### config.mk
export PLATFORM = sky130hd
export DESIGN_NAME = operand_a_ctrl_flat
export DESIGN_NICKNAME = d
export VERILOG_FILES = /design/src/rtl/operand_a_ctrl_if.sv /design/src/rtl/operand_a_ctrl.sv /design/src/flat_wrapper.sv
export SDC_FILE = /design/constraint.sdc
export NUM_CORES = 1
export LEC_CHECK = 0
export CAP_MARGIN = 5
export CORE_AREA = 2 2 120 110
export CTS_BUF_LIST = sky130_fd_sc_hd__clkbuf_16
export CTS_CLUSTER_DIAMETER = 200
export CTS_CLUSTER_SIZE = 12
export DETAILED_ROUTE_END_ITERATION = 12
export DIE_AREA = 0 0 122 112
export PLACE_DENSITY = 0.75
export SLEW_MARGIN = 15
export SYNTH_ARGS = -nofsm -noshare
export SYNTH_HDL_FRONTEND = slang
export SYNTH_SLANG_ARGS = --single-unit
### constraint.sdc
create_clock -name clk -period 2.8 [get_ports clk]
set_input_delay 0.84 -clock clk [delete_from_list [all_inputs] [get_ports clk]]
set_output_delay 0.84 -clock clk [all_outputs]
set_load 0.02 [all_outputs]
### src/rtl/operand_a_ctrl_if.sv
// operand_a_ctrl_if: host element-write bus and row-stream handshake bundle
interface operand_a_ctrl_if #(
  parameter int DATA_WIDTH = 32,
  parameter int BUS_WIDTH  = 64,
  parameter int ADDR_WIDTH = 32,
  parameter int MAX_DIM    = BUS_WIDTH / DATA_WIDTH
);
  logic                       host_wr_i;
  logic [ADDR_WIDTH-1:0]      host_addr_i;
  logic [DATA_WIDTH-1:0]      host_data_i;
  logic                       host_ready_o;
  logic                       row_valid_o;
  logic [BUS_WIDTH-1:0]       row_data_o;
  logic [$clog2(MAX_DIM):0]   row_idx_o;
  logic                       row_ready_i;
  modport master (
    output host_wr_i, host_addr_i, host_data_i, row_ready_i,
    input  host_ready_o, row_valid_o, row_data_o, row_idx_o
  );
  modport slave (
    input  host_wr_i, host_addr_i, host_data_i, row_ready_i,
    output host_ready_o, row_valid_o, row_data_o, row_idx_o
  );
endinterface

### src/rtl/operand_a_ctrl.sv
// operand_a_ctrl: operand-A register-file arbiter and row packer/streamer (OPA_TRANSPOSE_EN streams columns)
module operand_a_ctrl #(
  parameter int DATA_WIDTH = 32,
  parameter int BUS_WIDTH  = 64,
  parameter int ADDR_WIDTH = 32,
  parameter int MAX_DIM    = BUS_WIDTH / DATA_WIDTH
) (
  input  logic                       clk,
  input  logic                       rst_ni,
  operand_a_ctrl_if.slave            bus,
  input  logic                       start_i,
  input  logic [$clog2(MAX_DIM):0]   dim_i,
  output logic                       rf_we_o,
  output logic [ADDR_WIDTH-1:0]      rf_addr_o,
  output logic [DATA_WIDTH-1:0]      rf_wdata_o,
  input  logic [DATA_WIDTH-1:0]      rf_rdata_i,
  output logic                       busy_o,
  output logic                       done_o,
  output logic                       err_o
);
  localparam int CW = $clog2(MAX_DIM) + 1;
  typedef enum logic [1:0] {IDLE, FETCH, SEND, DONE} state_t;
  state_t state_q, state_d;
  logic [CW-1:0] n_q, row_q, col_q;
  logic [BUS_WIDTH-1:0] buf_q;
  logic pend_q, err_q;
  logic go, dim_bad, addr_bad, col_last, row_last;
  logic [ADDR_WIDTH-1:0] fetch_addr;
  assign go       = state_q == IDLE && (start_i || pend_q) && !bus.host_wr_i;
  assign dim_bad  = dim_i == '0 || dim_i > CW'(MAX_DIM);
  assign addr_bad = bus.host_addr_i >= ADDR_WIDTH'(MAX_DIM * MAX_DIM);
  assign col_last = col_q == n_q - CW'(1);
  assign row_last = row_q == n_q - CW'(1);
`ifdef OPA_TRANSPOSE_EN
  assign fetch_addr = ADDR_WIDTH'(col_q) * ADDR_WIDTH'(MAX_DIM) + ADDR_WIDTH'(row_q);
`else
  assign fetch_addr = ADDR_WIDTH'(row_q) * ADDR_WIDTH'(MAX_DIM) + ADDR_WIDTH'(col_q);
`endif
  assign bus.row_valid_o = state_q == SEND;
  assign bus.row_data_o  = buf_q;
  assign bus.row_idx_o   = row_q;
  assign busy_o          = state_q != IDLE;
  assign done_o          = state_q == DONE;
  assign err_o           = err_q;
  // state register
  always_ff @(posedge clk or negedge rst_ni)
    if (!rst_ni) state_q <= IDLE;
    else state_q <= state_d;
  // next state and register-file port arbitration: host owns the port only in IDLE
  always_comb begin
    state_d          = state_q;
    bus.host_ready_o = 1'b0;
    rf_we_o          = 1'b0;
    rf_addr_o        = '0;
    rf_wdata_o       = '0;
    case (state_q)
      IDLE: begin
        bus.host_ready_o = 1'b1;
        rf_we_o          = bus.host_wr_i && !addr_bad;
        rf_addr_o        = bus.host_wr_i ? bus.host_addr_i : '0;
        rf_wdata_o       = bus.host_wr_i ? bus.host_data_i : '0;
        state_d          = go && !dim_bad ? FETCH : IDLE;
      end
      FETCH: begin
        rf_addr_o = fetch_addr;
        state_d   = col_last ? SEND : FETCH;
      end
      SEND:    state_d = bus.row_ready_i ? (row_last ? DONE : FETCH) : SEND;
      default: state_d = IDLE;
    endcase
  end
  // start pending flag, error pulse, counters and row packing buffer
  always_ff @(posedge clk or negedge rst_ni)
    if (!rst_ni) begin
      n_q    <= '0;
      row_q  <= '0;
      col_q  <= '0;
      buf_q  <= '0;
      pend_q <= 1'b0;
      err_q  <= 1'b0;
    end else begin
      pend_q <= state_q == IDLE && !go && (pend_q || start_i);
      err_q  <= state_q == IDLE && (bus.host_wr_i ? addr_bad : go && dim_bad);
      if (go) begin
        n_q   <= dim_i;
        row_q <= '0;
        col_q <= '0;
        buf_q <= '0;
      end
      if (state_q == FETCH) begin
        for (int j = 0; j < MAX_DIM; j++)
          if (col_q == CW'(j)) buf_q[j*DATA_WIDTH +: DATA_WIDTH] <= rf_rdata_i;
        col_q <= col_last ? '0 : col_q + CW'(1);
      end
      if (state_q == SEND && bus.row_ready_i && !row_last) row_q <= row_q + CW'(1);
    end
endmodule

### src/flat_wrapper.sv
// flat-port wrapper written by rule: the top's interface ports become plain ports
module operand_a_ctrl_flat 
#(
  parameter int DATA_WIDTH = 32,
  parameter int BUS_WIDTH  = 64,
  parameter int ADDR_WIDTH = 32,
  parameter int MAX_DIM    = BUS_WIDTH / DATA_WIDTH
)
  (clk, rst_ni, start_i, dim_i, rf_we_o, rf_addr_o, rf_wdata_o, rf_rdata_i, busy_o, done_o, err_o, bus_host_wr_i, bus_host_addr_i, bus_host_data_i, bus_row_ready_i, bus_host_ready_o, bus_row_valid_o, bus_row_data_o, bus_row_idx_o);
  operand_a_ctrl_if #(.DATA_WIDTH(DATA_WIDTH), .BUS_WIDTH(BUS_WIDTH), .ADDR_WIDTH(ADDR_WIDTH), .MAX_DIM(MAX_DIM)) bus_i ();
  input  logic clk;
  input  logic rst_ni;
  input  logic start_i;
  input  logic [$clog2(MAX_DIM):0] dim_i;
  output logic rf_we_o;
  output logic [ADDR_WIDTH-1:0] rf_addr_o;
  output logic [DATA_WIDTH-1:0] rf_wdata_o;
  input  logic [DATA_WIDTH-1:0] rf_rdata_i;
  output logic busy_o;
  output logic done_o;
  output logic err_o;
  input wire logic [$bits(bus_i.host_wr_i)-1:0] bus_host_wr_i;
  input wire logic [$bits(bus_i.host_addr_i)-1:0] bus_host_addr_i;
  input wire logic [$bits(bus_i.host_data_i)-1:0] bus_host_data_i;
  input wire logic [$bits(bus_i.row_ready_i)-1:0] bus_row_ready_i;
  output wire logic [$bits(bus_i.host_ready_o)-1:0] bus_host_ready_o;
  output wire logic [$bits(bus_i.row_valid_o)-1:0] bus_row_valid_o;
  output wire logic [$bits(bus_i.row_data_o)-1:0] bus_row_data_o;
  output wire logic [$bits(bus_i.row_idx_o)-1:0] bus_row_idx_o;
  assign bus_i.host_wr_i = bus_host_wr_i;
  assign bus_i.host_addr_i = bus_host_addr_i;
  assign bus_i.host_data_i = bus_host_data_i;
  assign bus_i.row_ready_i = bus_row_ready_i;
  assign bus_host_ready_o = bus_i.host_ready_o;
  assign bus_row_valid_o = bus_i.row_valid_o;
  assign bus_row_data_o = bus_i.row_data_o;
  assign bus_row_idx_o = bus_i.row_idx_o;
  operand_a_ctrl #(.DATA_WIDTH(DATA_WIDTH), .BUS_WIDTH(BUS_WIDTH), .ADDR_WIDTH(ADDR_WIDTH), .MAX_DIM(MAX_DIM)) u_core (.clk(clk), .rst_ni(rst_ni), .bus(bus_i), .start_i(start_i), .dim_i(dim_i), .rf_we_o(rf_we_o), .rf_addr_o(rf_addr_o), .rf_wdata_o(rf_wdata_o), .rf_rdata_i(rf_rdata_i), .busy_o(busy_o), .done_o(done_o), .err_o(err_o));
endmodule
## Yosys cells after proc, flatten, opt, wreduce, memory -nomap -nowiden

Index checks and enable logic that the tools add are counted.

| storage, ports and cells | value |
|---|---|
| bits of input ports | 103 |
| bits in registers | 74 |
| word-level logic and storage cells | 62 |
| output and inout port bits | 136 |

| operators by class | value |
|---|---|
| multiplexer cells | 20 |
| reduce and logical (&&, ||, !) cells | 23 |
| magnitude comparators | 2 |
| eq/ne operators | 6 |
| add/sub/neg operators | 4 |

Operator list:

| cell | count |
|---|---|
| $mux W32 | 5 |
| $mux W64 | 2 |
| $pmux W32 S2 | 1 |
| $ge A32 B3 Y1 const B | 1 |
| $mux W2 | 7 |
| $logic_and A1 B1 Y1 | 10 |
| $logic_not A2 Y1 | 3 |
| $pmux W2 S3 | 1 |
| $reduce_bool A2 Y1 | 3 |
| $logic_not A1 Y1 | 5 |
| $add A2 B1 Y2 const B | 2 |
| $add A3 B2 Y4 | 1 |
| $eq A2 B1 Y1 const B | 2 |
| $eq A2 B2 Y1 | 2 |
| $eq A2 B2 Y1 const B | 2 |
| $mux W1 | 4 |
| $gt A2 B2 Y1 const B | 1 |
| $logic_or A1 B1 Y1 | 2 |
| $sub A2 B1 Y2 const B | 1 |

## Depth between registers and ports, before layout

Gate-level depths: netlist of run 1.

| depth | value |
|---|---|
| word-level depth | 6 |
| mapped depth | 7 |
| depth with buffers taken out | 5 |

## Worst setup path after synthesis of run 1

Ideal clock, no wire load.

| timing | value |
|---|---|
| path type | input-to-output |
| from | input port bus_host_addr_i[19] |
| to | output port rf_we_o |
| setup slack | 231 ps |
| arrival time | 1729 ps |
| data required time | 1960 ps |
| path buffers | 0 |
| stages | 3 |
| cell sequence | nor4_1 > nand4_1 > nor3_1 |

| on the way | value |
|---|---|
| word-level cells in the longest chain between the ends | 4 |

Ends and longest elaborated chain:

| what | line | RTL |
|---|---|---|
| start, declared | flat_wrapper.sv:23 | `input wire logic [$bits(bus_i.host_addr_i)-1:0] bus_host_addr_i;` |
| $ge A32 B3 Y1 | operand_a_ctrl.sv:31 | `assign addr_bad = bus.host_addr_i >= ADDR_WIDTH'(MAX_DIM * MAX_DIM);` |
| $logic_not A1 Y1 | operand_a_ctrl.sv:59 | `rf_we_o = bus.host_wr_i && !addr_bad;` |
| $logic_and A1 B1 Y1 | operand_a_ctrl.sv:59 |  |
| $mux W1 | operand_a_ctrl.sv:56 | `case (state_q)` |
| end, declared | flat_wrapper.sv:15 | `output logic rf_we_o;` |

No other way between the ends.

## Worst setup path after layout of run 1

| timing | value |
|---|---|
| from | input port bus_host_addr_i[10] |
| to | output port rf_we_o |

The elaborated chain is that of the path after synthesis.

==> results of run 1 <==
timing repair:
| action | 4_1_cts | 5_1_grt |
|---|---|---|
| buffers inserted | 0 | 1 |
| setup endpoints to repair | 65 | 14 |
| pin swaps | 10 | 9 |
| gates cloned | 1 | 0 |
| resized for setup | 112 | 32 |
| hold endpoints to repair | 0 | 0 |
Yosys cell counts (all sizes together):
library cell,n
a41o,1
mux2i,1
o2111ai,2
xnor2,2
nand3,68
ha,4
nor3,1
o31ai,1
o22ai,1
xor2,1
clkbuf,20
or3b,1
or4,1
nand4,2
nor2,4
and3,60
a211o,1
o21ai,5
o41ai,1
nand2b,1
nor2b,4
o2bb2ai,1
inv,4
nand3b,1
a22o,3
and2,4
buf,17
dfrtp,74
nor4,8
nand2,141
worst max-delay path: cells and delay by family:
kind	cells	cell delay [ns]
simple gates	3	0.80
buf+inv	2	0.29
where the power goes:
group | leakage (nW) | switching (mW) | internal [mW] | total [mW]
clock | 0.133 | 0.457 | 0.597 | 1.05
combinational | 2.30 | 1.77 | 1.35 | 3.13
sequential | 0.976 | 0.256 | 1.46 | 1.71
layer usage:
metal  up-vias  global-route usage (%)  routed length [µm]
met5         -                       0                   0
met1      1986                    29.0                6620
met3        23                    3.59                 694
met4         0                    6.90                 306
li1       1941                       -                   -
met2       136                    32.4                6740
cells by family after synthesis:
| logic type | Yosys count | synth area share (%) |
|---|---|---|
| mux | 1 | 0.274 |
| simple gates | 296 | 38.5 |
| flops | 74 | 50.6 |
| xor+xnor | 3 | 0.719 |
| fa+ha+maj | 4 | 1.37 |
| compound gates | 16 | 3.25 |
| buf+inv | 41 | 5.27 |
sequential cells by signal, summed over array words and instances, names as in the netlist:
name and cells:
u_core.n_q 2, u_core.pend_q 1, u_core.bus.row_idx_o 2, u_core.bus.row_data_o 64, u_core.col_q 2, u_core.err_o 1
u_core.state_q 2
through the flow:
step                      util [%]  setup WS (ns)  instances
after floorplan                  -          0.231        435
after global placement        50.2         -0.898        819
after detailed placement      50.2         -0.880        819
after CTS                     52.0        -0.0287        836
after global routing          51.9        -0.0461        837
final                         51.9         0.0230        837
worst paths after layout:
| kind | slack, ns | end | start | depth (start not counted) |
|---|---|---|---|---|
| worst max-delay path | 0.02 | rf_we_o | bus_host_addr_i[10] | 5 |
| worst min-delay path | 0.46 | u_core.bus.row_data_o[40] | rst_ni | 1 |
| worst max register to register | 0.99 | u_core.bus.row_data_o[20] | u_core.state_q[0] | 6 |
| worst min register to register | 0.50 | u_core.bus.row_data_o[32] | u_core.bus.row_data_o[32] | 2 |
| max in group asynchronous | 1.75 | u_core.bus.row_idx_o[0] | rst_ni | 2 |
| min in group clk | 0.50 | u_core.bus.row_data_o[32] | u_core.bus.row_data_o[32] | 2 |
area by class of cell:
type                            instances  area (µm²)  share of cell area (%)
Clock buffer                            9         225                    3.49
Clock inverter                          7        43.8                   0.678
Inverter                                4        15.0                   0.233
Multi-Input combinational cell        320        1680                    26.0
Sequential cell                        74        1850                    28.7
Tap cell                              164         205                    3.18
Timing Repair Buffer                  259        2440                    37.8
==> results.md, run 1 <==
- The standard cell area after detailed placement is 6250 µm².
- The first global-routing pass estimated between 20 and 25 mm of wire.
- The number of global-route vias before repair came to roughly 4,000.
- The first routing iteration left slightly above 400 violations.
- Leaving out fill and tap cells, the most frequent cell in the layout is sky130_fd_sc_hd__clkdlybuf4s50_1.
- The later pin in the worst-skew pair is clocked with a latency of around 0.32 ns.
- Of the post-synthesis cell area, the dominant cell type holds between 50% and 60%.
- The initial antenna violation count is 0.
- The critical setup path kind is input pin to primary output.
- The layout overhead on the synthesized area is 76.5%.
- The total congestion overflow after global routing is 0.
- The final-stage net count is 775.
- The count of endpoints failing hold in the final timing report is 0.
- The post-route DRC violation count is 0.
- For this design the static power due to leakage is 3.41 nW.
- The number of antenna diodes in the final layout is 0.
- During synthesis, Yosys emitted a total of 0 warnings.
- The power per cell area is slightly above 900 nW/µm².
- Global routing consumed, over all layers together, roughly a fifth of the routing resources.
- STA puts the critical path data required time at approximately 2.0 ns.
- The setup TNS is 0 ns.
- The time the final worst path needs with I/O delays and setup is between 2 and 3 ns.
- The worst setup path is captured at a primary output.
- The tool flagged a number of max-cap violations equal to 0.
- Summing all non-filler instances in the final layout gives an area of between 6000 and 7000 µm².
- Across the VDD grid, the largest voltage drop is ~0.34 mV.
- The slew at the pin with the worst max-slew slack is 0.456 ns.
- The tightest hold path in the finished design has a slack of 0.462 ns.
- The routed layout has 4,086 vias.
- In the layout the commonest cells are 143 x sky130_fd_sc_hd__clkdlybuf4s50_1, 141 x sky130_fd_sc_hd__nand2_1, 74 x sky130_fd_sc_hd__dfrtp_1.
- between 200 and 250 I/O pins were placed.
- TritonCTS created 9 clock buffers.
- After detailed routing, the average wire length per cell comes to 17.2 µm.
- The initialized floorplan defines 39 standard-cell rows.
- The netlist uses 33 different library cells.
- In the synthesized netlist, the number of instances is ~440.
- The total of flip-flops plus latches after synthesis is 74.
- The highest-delay cell along the critical path is sky130_fd_sc_hd__nor4_2.
- Counting the fill cells in the layout gives around 1,200.
- The antenna violation net count after detailed routing is 0.
- The clock transition at the registers of the reported paths is roughly 0.060 ns.
- The category of the worst setup path launch point is an input pin.
- The mean cell area of the mapped netlist is about 8.4 µm².
- The tree is rooted in a sky130_fd_sc_hd__clkbuf_16.
- Overall power consumption after layout is estimated at between 5 and 6 mW.
- The final max-slew violation count is 0.
- The sum of net half-perimeters after detailed placement is roughly 11 mm.
- The worst min-delay path class is input pin to asynchronous set/reset pin.
- Setup violations remaining at the end of the flow were counted as 0.
- In this run the number of H-tree levels came out at 3.
- The total of buffers placed on input and output ports is roughly 240.
- The cell taking the most area after synthesis is sky130_fd_sc_hd__dfrtp_1.
- TritonCTS built the clock tree.
- The core area is between 10,000 and 15,000 µm².
- The floorplan step set the die width to between 100 and 150 µm.
- STA puts the critical path data arrival time at around 1.9 ns.
- The congestion estimate from routability-driven global placement came to roughly 0.90.
- Setup repair after global routing could not meet its margin everywhere.
- The largest clock skew in the final design is between 0.003 and 0.004 ns.
- The fraction of the yosys area taken by sequential cells is 50.6%.
- The starting density of the core is between 20 and 30%.
- On the worst path, the slowest cell contributes a delay of around 0.28 ns.
- Counting every net in the synthesized netlist gives approximately 540.
- The fraction of final layout cells with drive strength greater than 1 is 10.1%.
- The floorplan step set the die height to between 100 and 150 µm.
- The run finished with clean final reports.
- The highest net fanout along the worst path is 2.
- The maximum number of pins on one net before global-route repair is about 70.
- The detailed-routing iteration count for the pre-antenna-repair pass is 4.
- The via density per instance is slightly below 5.
- No sink is reached through more buffers than the 2 on the longest clock path.
- The share of the cycle needed by the critical path after routing is approximately 99%.
- The die covers 13,700 µm².
- Buffers inserted to repair hold after CTS numbered 0.
- The signal on the critical path passes through clkbuf_2, nor4_2, nand4_1, nor3_2, buf_4.
- For this block, the routed nets add up to roughly 14 mm of wire.
- The achievable frequency is approximately 0.36 GHz.
- Headroom to the max-slew limit came out at 69.6%.
- The post-synthesis instance area is 3660 µm².
- The clock net sink count is 74.
- Ranked by total cell area, the synthesized netlist is headed by sky130_fd_sc_hd__dfrtp_1 51%, sky130_fd_sc_hd__nand2_1 14%, sky130_fd_sc_hd__and3_1 10%.
Note: power is estimated with default switching activity, not from simulation.
==> run 2, diff against run 1 <==
CTS_CLUSTER_DIAMETER = 100   (was 200)
GPL_ROUTABILITY_DRIVEN = 0   (was not set)
==> results of run 2 <==
Same layout as run 1: the final DEF is identical, and so are final timing and power.
==> run 3, diff against run 2 <==
clock period = 3.51 ns   (was 2.8 ns; I/O delays follow)
==> run 3 against run 2 <==
  * The flow now finishes with violations (negative setup slack)
  * Clock skew is 0.0033 ns higher
  * Flip-flop and latch count stayed put
  * Core utilization is 0.70 points higher
  * Sequential power is 20% lower
  * Worst setup slack worse by 0.027 ns
  * Count of clock-buffer cells in the layout stayed put
  * Via count is 0.49% lower
  * Power is 18% lower
  * Sequential share of layout area is 0.38 points lower
  * Combinational power is 20% lower
  * Cell area is 1.4% higher
  * Largest cell class unchanged
==> results.md, run 3 (synthesis gave the netlist of run 1 again) <==
- In this run the tightest slew margin relative to its limit is 37.7%.
- The required arrival time at the worst endpoint is 2.46 ns.
- The standard cell area after detailed placement is between 6000 and 7000 µm².
- The total congestion overflow after global routing is 0.
- The global routing stage identified its most utilized layer as met2.
- Static timing analysis puts the maximum clock frequency at 0.285 GHz.
- The die area is about 14,000 µm².
- In the post-route analysis, the smallest setup slack over all paths is -0.00387 ns.
- The number of ports placed on the die boundary is approximately 240.
- Buffers inserted during clock tree synthesis total 9.
- The global-route wire length before repair is around 22 mm.
- The highest-delay cell along the critical path is sky130_fd_sc_hd__clkdlybuf4s50_1.
- The final max-slew violation count is 0.
- OpenSTA, run right after detailed placement, puts the worst setup slack at -0.606 ns.
- The clock transition at the registers of the reported paths is roughly 0.060 ns.
- The die is 112 µm tall.
- The maximum count of clock buffers along a single path is 2.
- The power per cell area is 741 nW/µm².
- Using the TritonRoute via totals, the vias-per-cell ratio works out to just under 5.
- The worst hold slack is a little under 0.5 ns.
- The clock insertion delay at the later pin of the skew report is between 0.3 and 0.4 ns.
- The total of max-cap violations is 0.
- The diode insertion count for antenna repair is 0.
- Before antenna repair, the detailed router went through 4 iterations.
- The detail route stage leaves a number of antenna-violating nets equal to 0.
- The min-delay analysis places its worst path in the category flip-flop to flip-flop.
- The highest net fanout along the worst path is 2.
- TritonCTS built the clock tree.
- The data arrival time of the critical path is 2.46 ns.
- The number of global-route vias before repair is about 4,000.
- The number of setup buffers added after CTS is 0.
- The combined global-route utilization of all metal layers is 20.7%.
- The final-stage net count is 770.
- The maximum number of pins on one net before global-route repair is 75.
- The final setup violation count is 1.
- Leaving out fill and tap cells, the most frequent cells in the layout are 187 x sky130_fd_sc_hd__clkdlybuf4s50_1, 141 x sky130_fd_sc_hd__nand2_1, 74 x sky130_fd_sc_hd__dfrtp_1.
- The critical setup path kind is input pin to primary output.
- The global-route track usage on met2 is between 30% and 40%.
- The run finished, with violations left.
- The starting density of the core is between 20% and 30%.
- The tree is rooted in a sky130_fd_sc_hd__clkbuf_16.
- The clock net sink count is 74.
- After layout, the worst path uses 100% of the clock period.
- In this run the core area contains 39 standard-cell rows.
- The slew at the pin with the worst max-slew slack is 0.934 ns.
- The routed via count is 4,066.
- The post-route DRC violation count is 0.
- Setup repair after global routing could not meet its margin everywhere.
- Global routing used 28.7% of the available met1 tracks.
- Leaving out filler cells and counting taps, the final layout contains 831.
- Together, buffers and inverters on the worst path number 2.
- The placed cell count is around 820.
- In this design, the largest share of critical-path delay is due to simple AND/OR/NAND/NOR gates.
- After routing the design area is around 6500 µm².
- Cells with a size suffix above 1 make up under 10% of the layout.
- Buffers placed on the I/O ports in this run total between 200 and 250.
- The flip-flop count of the largest register after layout is 64.
- The count of endpoints failing hold in the final timing report was 0.
- In the final routed layout, each cell accounts on average for ~17 µm.
- The wire-length estimate of the detail-placed layout is between 10 and 15 mm.
- The initial antenna violation count is 0.
- The number of design-rule violations left by the first detailed-router iteration is roughly 340.
- The worst-case IR drop observed on VDD is 0.335 mV.
- In the global route stage, met3 resource usage came out at 4.35%.
- The static leakage is 3.36 nW.
- CTS built an H-tree with a depth of 3.
- The checks that failed: negative setup slack.
- The time the final worst path needs with I/O delays and setup is around 3.5 ns.
- The largest stage delay on the critical path is 0.43 ns.
- The hold buffer count at CTS is 0.
- The library cell used most frequently in the layout, excluding fill and tap cells, is sky130_fd_sc_hd__clkdlybuf4s50_1.
- The signal on the critical path passes through clkdlybuf4s50_1, nor4_2, nand4_1, nor3_2, buf_4.
- Compared with the post-synthesis result, the final layout area differs by 78.9%.
- The routed design has about 14 mm of wire.
- The largest clock skew in the final design is 0.00656 ns.
- The kind of capture point of the worst setup path is a primary output.
- In this run the horizontal extent of the chip is 122 µm.
- The core area is around 12,000 µm².
- The category of the worst setup path launch point is an input pin.
[run 3: changes by cell type in the layout (fill, tap and decap cells not counted), sizes merged]
cell and change:
buf -5, bufinv +2, clkbuf -13, clkdlybuf4s15 -5, clkdlybuf4s50 +44, clkinv -5, clkinvlp +2, dlygate4sd2 -36
dlymetal6s2s +10
[run 3: tightest hold or removal path: stages (launching register included)]
cell	delay, ns
sky130_fd_sc_hd__dfrtp_1	0.34
sky130_fd_sc_hd__nand3_1	0.06
sky130_fd_sc_hd__nand2_1	0.06
[run 3: where the power goes]
group	leakage [nW]	switching, mW	internal (mW)	total [mW]
logic	2.24	1.41	1.09	2.51
clock network	0.144	0.358	0.621	0.979
registers	0.976	0.205	1.16	1.37
[run 3: metal layers]
metal,vias to the layer above,part of all wire [%]
met1,1966,45
met3,21,5.7
met2,150,48
met5,-,0
li1,1929,-
met4,0,1.9
[run 3: layout make-up]
cell class	instances	area, µm²
fill	1186	5900
timing repair buffer	254	2500
sequential	74	1850
multi-input combinational	320	1650
clock buffer	9	225
tap	164	205
clock inverter	6	91.3
inverter	4	15.0
[run 3: what timing repair did]
action / 4_1_cts / 5_1_grt
gates resized for setup: 46 / 14
gates cloned: 1 / 0
endpoints found under the setup margin: 61 / 16
pin swaps: 4 / 5
[run 3: final timing paths]
check	endpoint	slack, ns	startpoint	depth (start not counted)
setup / recovery	rf_we_o	-0.004	bus_host_addr_i[22]	5
hold / removal	u_core.bus.row_data_o[27]	0.50	u_core.bus.row_data_o[27]	2
setup reg to reg	u_core.bus.row_data_o[28]	1.73	u_core.state_q[0]	6
hold reg to reg	u_core.bus.row_data_o[27]	0.50	u_core.bus.row_data_o[27]	2
max in group asynchronous	u_core.state_q[1]	2.04	rst_ni	1
min in group asynchronous	u_core.bus.row_data_o[45]	0.88	rst_ni	1
[run 3: per-stage QoR]
| step | total power, mW | TNS (ns) | util [%] |
|---|---|---|---|
| 3_3_place_gp | 3.87 | -12.29 | 49.8 |
| 6_report | 4.85 | -0.00387 | 52.6 |
| 3_5_place_dp | 3.93 | -13.68 | 49.8 |
| 2_1_floorplan | 2.67 | 0 | - |
| 5_1_grt | 5.14 | -0.0546 | 52.6 |
| 4_1_cts | 4.89 | -0.00177 | 52.2 |
